`src/rtl/mlu_pipe.sv`:
```
// Fully pipelined integer multiplier: input register, log2(WIDTH) adder-tree levels, output register.
// Supports unsigned, signed x signed and signed x unsigned modes, with a sideband tag, global stall and flush.
module mlu_pipe #(
    parameter int WIDTH = 32,
    parameter int TAG_W = 5
) (
    input  logic                   clk,
    input  logic                   resetn,
    input  logic                   flush,
    input  logic                   in_valid,
    output logic                   in_ready,
    input  logic [1:0]             in_mode,
    input  logic [WIDTH-1:0]       in_op1,
    input  logic [WIDTH-1:0]       in_op2,
    input  logic [TAG_W-1:0]       in_tag,
    output logic                   out_valid,
    input  logic                   out_ready,
    output logic [2*WIDTH-1:0]     out_result,
    output logic [TAG_W-1:0]       out_tag
);

    localparam int L     = $clog2(WIDTH);
    localparam int PW    = 2 * WIDTH;
    localparam int NODES = WIDTH - 1;

    // Handshake: a transfer happens on an edge where valid && ready; the whole
    // pipe stalls only while a result is held un-accepted at the output.
    logic stall;

    logic             out_valid_q;
    logic [PW-1:0]    out_result_q;
    logic [TAG_W-1:0] out_tag_q;

    logic [L:0]       vld_q;
    logic [L:0]       neg_q;
    logic [TAG_W-1:0] tag_q [L+1];

    logic [WIDTH-1:0] mag1_d, mag2_d, mag1_q, mag2_q;
    logic             neg_d;
    logic             op1_signed, op2_signed;

    logic [PW-1:0]    pp     [WIDTH];
    logic [PW-1:0]    node_d [NODES];
    logic [PW-1:0]    node_q [NODES];
    logic [PW-1:0]    res_d;

    assign stall      = out_valid_q && !out_ready;
    assign in_ready   = !stall;
    assign out_valid  = out_valid_q;
    assign out_result = out_result_q;
    assign out_tag    = out_tag_q;

    assign op1_signed = (in_mode == 2'b01) || (in_mode == 2'b10);
    assign op2_signed = (in_mode == 2'b01);

    always_comb begin
        mag1_d = (op1_signed && in_op1[WIDTH-1]) ? -in_op1 : in_op1;
        mag2_d = (op2_signed && in_op2[WIDTH-1]) ? -in_op2 : in_op2;
        neg_d  = (op1_signed && in_op1[WIDTH-1]) ^ (op2_signed && in_op2[WIDTH-1]);
    end

    always_comb begin
        for (int i = 0; i < WIDTH; i++) begin
            pp[i] = mag2_q[i] ? {{WIDTH{1'b0}}, mag1_q} : '0;
        end
    end

    // Tree levels are packed back to back in node_q: level k starts at lvl_off(k)
    // and holds WIDTH >> k sums; the single root sits in the last slot.
    function automatic int lvl_off(input int k);
        return WIDTH - (WIDTH >> (k - 1));
    endfunction

    always_comb begin
        node_d = node_q;
        for (int k = 1; k <= L; k++) begin
            for (int j = 0; j < (WIDTH >> k); j++) begin
                if (k == 1) begin
                    node_d[j] = pp[2*j] + (pp[2*j+1] << 1);
                end else begin
                    node_d[lvl_off(k)+j] = node_q[lvl_off(k-1)+2*j]
                                         + (node_q[lvl_off(k-1)+2*j+1] << (1 << (k - 1)));
                end
            end
        end
    end

    assign res_d = neg_q[L] ? -node_q[NODES-1] : node_q[NODES-1];

    always_ff @(posedge clk) begin
        if (!resetn) begin
            vld_q        <= '0;
            out_valid_q  <= 1'b0;
            out_result_q <= '0;
            out_tag_q    <= '0;
        end else if (flush) begin
            vld_q       <= '0;
            out_valid_q <= 1'b0;
        end else if (!stall) begin
            vld_q        <= {vld_q[L-1:0], in_valid};
            out_valid_q  <= vld_q[L];
            out_result_q <= res_d;
            out_tag_q    <= tag_q[L];
        end
    end

    // Datapath registers carry no reset; validity is tracked by vld_q alone.
    always_ff @(posedge clk) begin
        if (!stall) begin
            mag1_q   <= mag1_d;
            mag2_q   <= mag2_d;
            neg_q    <= {neg_q[L-1:0], neg_d};
            tag_q[0] <= in_tag;
            for (int k = 1; k <= L; k++) begin
                tag_q[k] <= tag_q[k-1];
            end
            node_q <= node_d;
        end
    end

endmodule

```
`config.mk`:
```
export PLATFORM = sky130hd
export DESIGN_NAME = mlu_pipe
export DESIGN_NICKNAME = d
export VERILOG_FILES = /design/src/rtl/mlu_pipe.sv
export SDC_FILE = /design/constraint.sdc
export NUM_CORES = 2
export LEC_CHECK = 0
export ABC_CLOCK_PERIOD_IN_PS = 101300
export CORE_MARGIN = 10
export CORE_UTILIZATION = 55
export DETAILED_ROUTE_END_ITERATION = 10
export PLACE_DENSITY = 0.8
export REMOVE_ABC_BUFFERS = 1
export SETUP_SLACK_MARGIN = 0.2
export SLEW_MARGIN = 5
export SYNTH_ARGS = -nofsm -noshare
export SYNTH_HDL_FRONTEND = slang
export SYNTH_SLANG_ARGS = --single-unit
```
`constraint.sdc`:
```
create_clock -name clk -period 101.3 [get_ports clk]
set_input_delay 10.13 -clock clk [delete_from_list [all_inputs] [get_ports clk]]
set_output_delay 10.13 -clock clk [all_outputs]
set_load 0.05 [all_outputs]
```
==> flow_summary.ini <==
[critical_path]
endpoint_kind_of_the_worst_setup_timing_path = output port
timing_worst_setup_path_type = input port to output port
most_prevalent_standard_cell_on_the_critical_path = sky130_fd_sc_hd__clkdlybuf4s50_1
path_cells = clkdlybuf4s50_1 -> nor2b_1 -> inv_8 -> clkdlybuf4s50_1
cell_with_the_largest_stage_delay_on_the_worst_path = sky130_fd_sc_hd__clkdlybuf4s50_1
crit_path_start_kind = input port
critical-path-max-stage-delay_ns = 1.13
path_max_fanout = 112
worst_ep_arrival_time_ns = 12.98
critPathRequiredTime_ns = 91.17

[cts]
post_cts_resized = 0
numClockSinks = 1344
cts_htree_levels = 4
tritoncts_clock_tree = yes
cts.path.max_buffers = 3
cts_bufs_inserted = 150
worst_setup_hold_path_clk_slew_ns = 0.06
post_cts.repair.setup_buffers = 0
clock-root-buffer = sky130_fd_sc_hd__clkbuf_16
post_cts_hold_buffer_count = 0
clock_insertion_delay_worst_skew_ns = 0.81

[hold_path]
worstHoldPathType = flop to flop

[route]
drt_drc_violations_left = 0
routed_wire_length_per_instance_um = 20.4
vias = 75400
dr.pass1.iters = 6
ant_nets_after_route = 0
final_routed_wirelength_across_all_metal_layers_um = 251000
routed_via_density = 6.11
drt-initial-drc-count = 7483

[yosys]
synth_area_in_simple_gates_pct = 16.6
syn-instance-count = 9797
synth_flop_cell = sky130_fd_sc_hd__edfxtp_1
postSynthRegisterBits = 1344
post_synth.cell_area_avg_um2 = 10.0
main_combinational_cell_family_by_area_after_synthesis = compound AO/OA/AOI/OAI gates
synthesis.area_um2 = 98000
synth_adder_area_share_pct = 13.3
async_reset_ff_share_pct = 0
synth_area_in_compound_gates_pct = 18.4
synth_enable_flop_cells = 1268
ys_warnings = 0
ys_types = 87
muxShareOfSynthArea_pct = 0.0409
synthXorXnorAreaFrac_pct = 9.21
synth-seq-area-share_pct = 40.4

[place]
io_buffers = 146
dp_hpwl_um = 184000
place.gp.congestion = 0.968

[sta]
clock_skew_ns = 0.0387
final-setup-viol-count = 0
post-route-period-util_pct = 22.8
finalCriticalPeriod_ns = 23.11
timing.max_slew.rel_slack_pct = 15.7
tightest_slew_ns = 1.23
report.final.slew_viol_count = 0
maxClockFrequency_mhz = 43.3
rsz0062_at_grt = no
finalHoldViolCount = 0
post_route_setup_tns_ns = 0

[power]
vdd.ir_drop.worst_mv = 0.0183
pwr_per_cell_area_nw_per_um2 = 30.2
leakagePower_nw = 47.2

[finish]
layout_common_cells = 1268 x sky130_fd_sc_hd__edfxtp_1, 1077 x sky130_fd_sc_hd__and2_1, 991 x sky130_fd_sc_hd__ha_1, 877 x sky130_fd_sc_hd__a21oi_1, 654 x sky130_fd_sc_hd__xnor2_1
postLayoutCoreUtil_pct = 60.5
filler_cell_count = 14100
total_number_of_nets_in_the_final_design = 11000
areaGrowthSynthToFinish_pct = 9.05
regArea_um2 = 39600
multi_input_gate_area_in_the_final_layout_um2 = 56400
layout_commonest_cell = sky130_fd_sc_hd__edfxtp_1
final_layout_size_suffix_gt1_share_pct = 3.65

[die]
initial_util_pct = 55.4
die_w_um = 442
boundaryPins = 147
core-area_um2 = 177000
die_area_um2 = 195000
placementRows = 154
die-height_um = 442

[global_route]
gr-total-overflow = 0
antenna_found_initial = 43
number_of_global_route_vias_before_repair = 71900
gr-usage-all-layers_pct = 24.6
global_route_wire_length_before_repair_um = 389000
grt_max_degree = 202

[status]
status = complete, no violations

[run]
cap_violations = 0
==> layer usage <==
layer  track usage [%]  wire [um]  up-vias
li1                  -          -    36100
met1              33.3     106000    35800
met2              39.0     111000     2942
met3              4.70      24700      516
met4              9.74      10100       14
met5                 0         82        -
==> registers in the layout, summed over array words and instances (netlist names) <==
| signal | count |
|---|---|
| mag1_q | 32 |
| mag2_q | 32 |
| neg_q | 6 |
| node_q | 1168 |
| out_result | 64 |
| out_tag | 5 |
| out_valid | 1 |
| tag_q | 30 |
| vld_q | 6 |
==> worst max-delay path: cells and delay by family <==
kind | cells | cell delay, ns
AND/OR/NAND/NOR | 1 | 0.77
buffers and inverters | 3 | 1.99
==> synthesized netlist by cell type, types with 12 or more instances <==
cell type,count,share of area (%)
sky130_fd_sc_hd__a21o_1,523,4.0
sky130_fd_sc_hd__nor2_1,509,2.0
sky130_fd_sc_hd__xor2_1,376,3.4
sky130_fd_sc_hd__edfxtp_1,1268,39
sky130_fd_sc_hd__nor4_1,35,0.22
sky130_fd_sc_hd__a21oi_1,877,4.5
sky130_fd_sc_hd__a31oi_1,100,0.64
sky130_fd_sc_hd__clkbuf_1,265,1.0
sky130_fd_sc_hd__o31a_1,24,0.21
sky130_fd_sc_hd__or2_2,31,0.20
sky130_fd_sc_hd__o21a_1,114,0.87
sky130_fd_sc_hd__inv_1,261,1.0
sky130_fd_sc_hd__a221o_1,13,0.13
sky130_fd_sc_hd__a211oi_1,73,0.56
sky130_fd_sc_hd__a221oi_1,13,0.12
sky130_fd_sc_hd__nor3_1,123,0.63
sky130_fd_sc_hd__a211o_1,20,0.18
sky130_fd_sc_hd__o21ai_0,491,2.5
sky130_fd_sc_hd__ha_1,991,13
sky130_fd_sc_hd__fa_1,31,0.63
sky130_fd_sc_hd__xnor2_1,654,5.8
sky130_fd_sc_hd__nand2_1,583,2.2
sky130_fd_sc_hd__or3_1,34,0.22
sky130_fd_sc_hd__o211a_1,71,0.73
sky130_fd_sc_hd__a2111oi_0,13,0.12
sky130_fd_sc_hd__and3_1,112,0.72
sky130_fd_sc_hd__and4_1,20,0.18
sky130_fd_sc_hd__nand4_1,82,0.52
sky130_fd_sc_hd__a31o_2,19,0.17
sky130_fd_sc_hd__o41ai_1,18,0.16
sky130_fd_sc_hd__a41oi_1,22,0.20
sky130_fd_sc_hd__nand3_1,167,0.85
sky130_fd_sc_hd__a21boi_0,43,0.33
sky130_fd_sc_hd__o31ai_1,62,0.48
sky130_fd_sc_hd__nand2b_1,121,0.77
sky130_fd_sc_hd__nor2b_1,111,0.71
sky130_fd_sc_hd__and2_1,1077,6.9
sky130_fd_sc_hd__o21bai_1,130,1.0
sky130_fd_sc_hd__nor3b_1,12,0.092
sky130_fd_sc_hd__o211ai_1,49,0.38
sky130_fd_sc_hd__nand3b_1,12,0.092
sky130_fd_sc_hd__dfxtp_1,76,1.6
==> final cells by class <==
type | count | area share, %
Timing Repair Buffer | 203 | 1.81
Sequential cell | 1344 | 37.1
Clock buffer | 175 | 3.62
Multi-Input combinational cell | 7917 | 52.8
Inverter | 262 | 0.927
Antenna cell | 9 | 0.0211
Clock inverter | 99 | 1.06
Tap cell | 2340 | 2.74
==> metrics by stage <==
step / setup slack (ns) / power, mW / hold slack (ns) / instances / area (um^2)
after floorplan: 55.66 / 2.15 / 0.400 / 9523 / 96900
after global placement: 78.20 / 2.58 / 0.402 / 12100 / 102000
after detailed placement: 78.19 / 2.63 / 0.405 / 12100 / 102000
after CTS: 78.18 / 3.20 / 0.417 / 12300 / 107000
after global routing: 77.99 / 3.42 / 0.422 / 12300 / 107000
final: 78.19 / 3.22 / 0.416 / 12300 / 107000
==> final timing paths <==
path / startpoint / end / slack (ns) / depth (start not counted)
worst min-delay path: node_q[512]$_DFFE_PN_ / node_q[192]$_DFFE_PN_ / 0.42 / 0
worst max register to register: out_valid$_SDFFE_PP0N_ / node_q[1818]$_DFFE_PN_ / 95.97 / 6
worst min register to register: node_q[512]$_DFFE_PN_ / node_q[192]$_DFFE_PN_ / 0.42 / 0
worst max-delay path: out_ready / in_ready / 78.19 / 4
==> report_power, final <==
group / internal [mW] / leakage [nW] / switching, mW / total [mW]
registers: 0.919 / 14.5 / 0.106 / 1.03
clock network: 0.318 / 2.44 / 0.232 / 0.550
logic: 0.652 / 30.3 / 0.996 / 1.65
==> kinds of logic (layout without fill, tap and decap cells) <==
| group | count (synthesis) | count (layout) |
|---|---|---|
| xor gates and xnor gates | 1030 | 1030 |
| AOI/OAI and AO/OA | 2795 | 2795 |
| buffers and inverters | 536 | 739 |
| other | 0 | 9 |
| muxes | 4 | 4 |
| adders and majority gates | 1022 | 1022 |
| and+or+nand+nor | 3066 | 3066 |
| DFF | 1344 | 1344 |
Power figures use the tool's default switching activity.
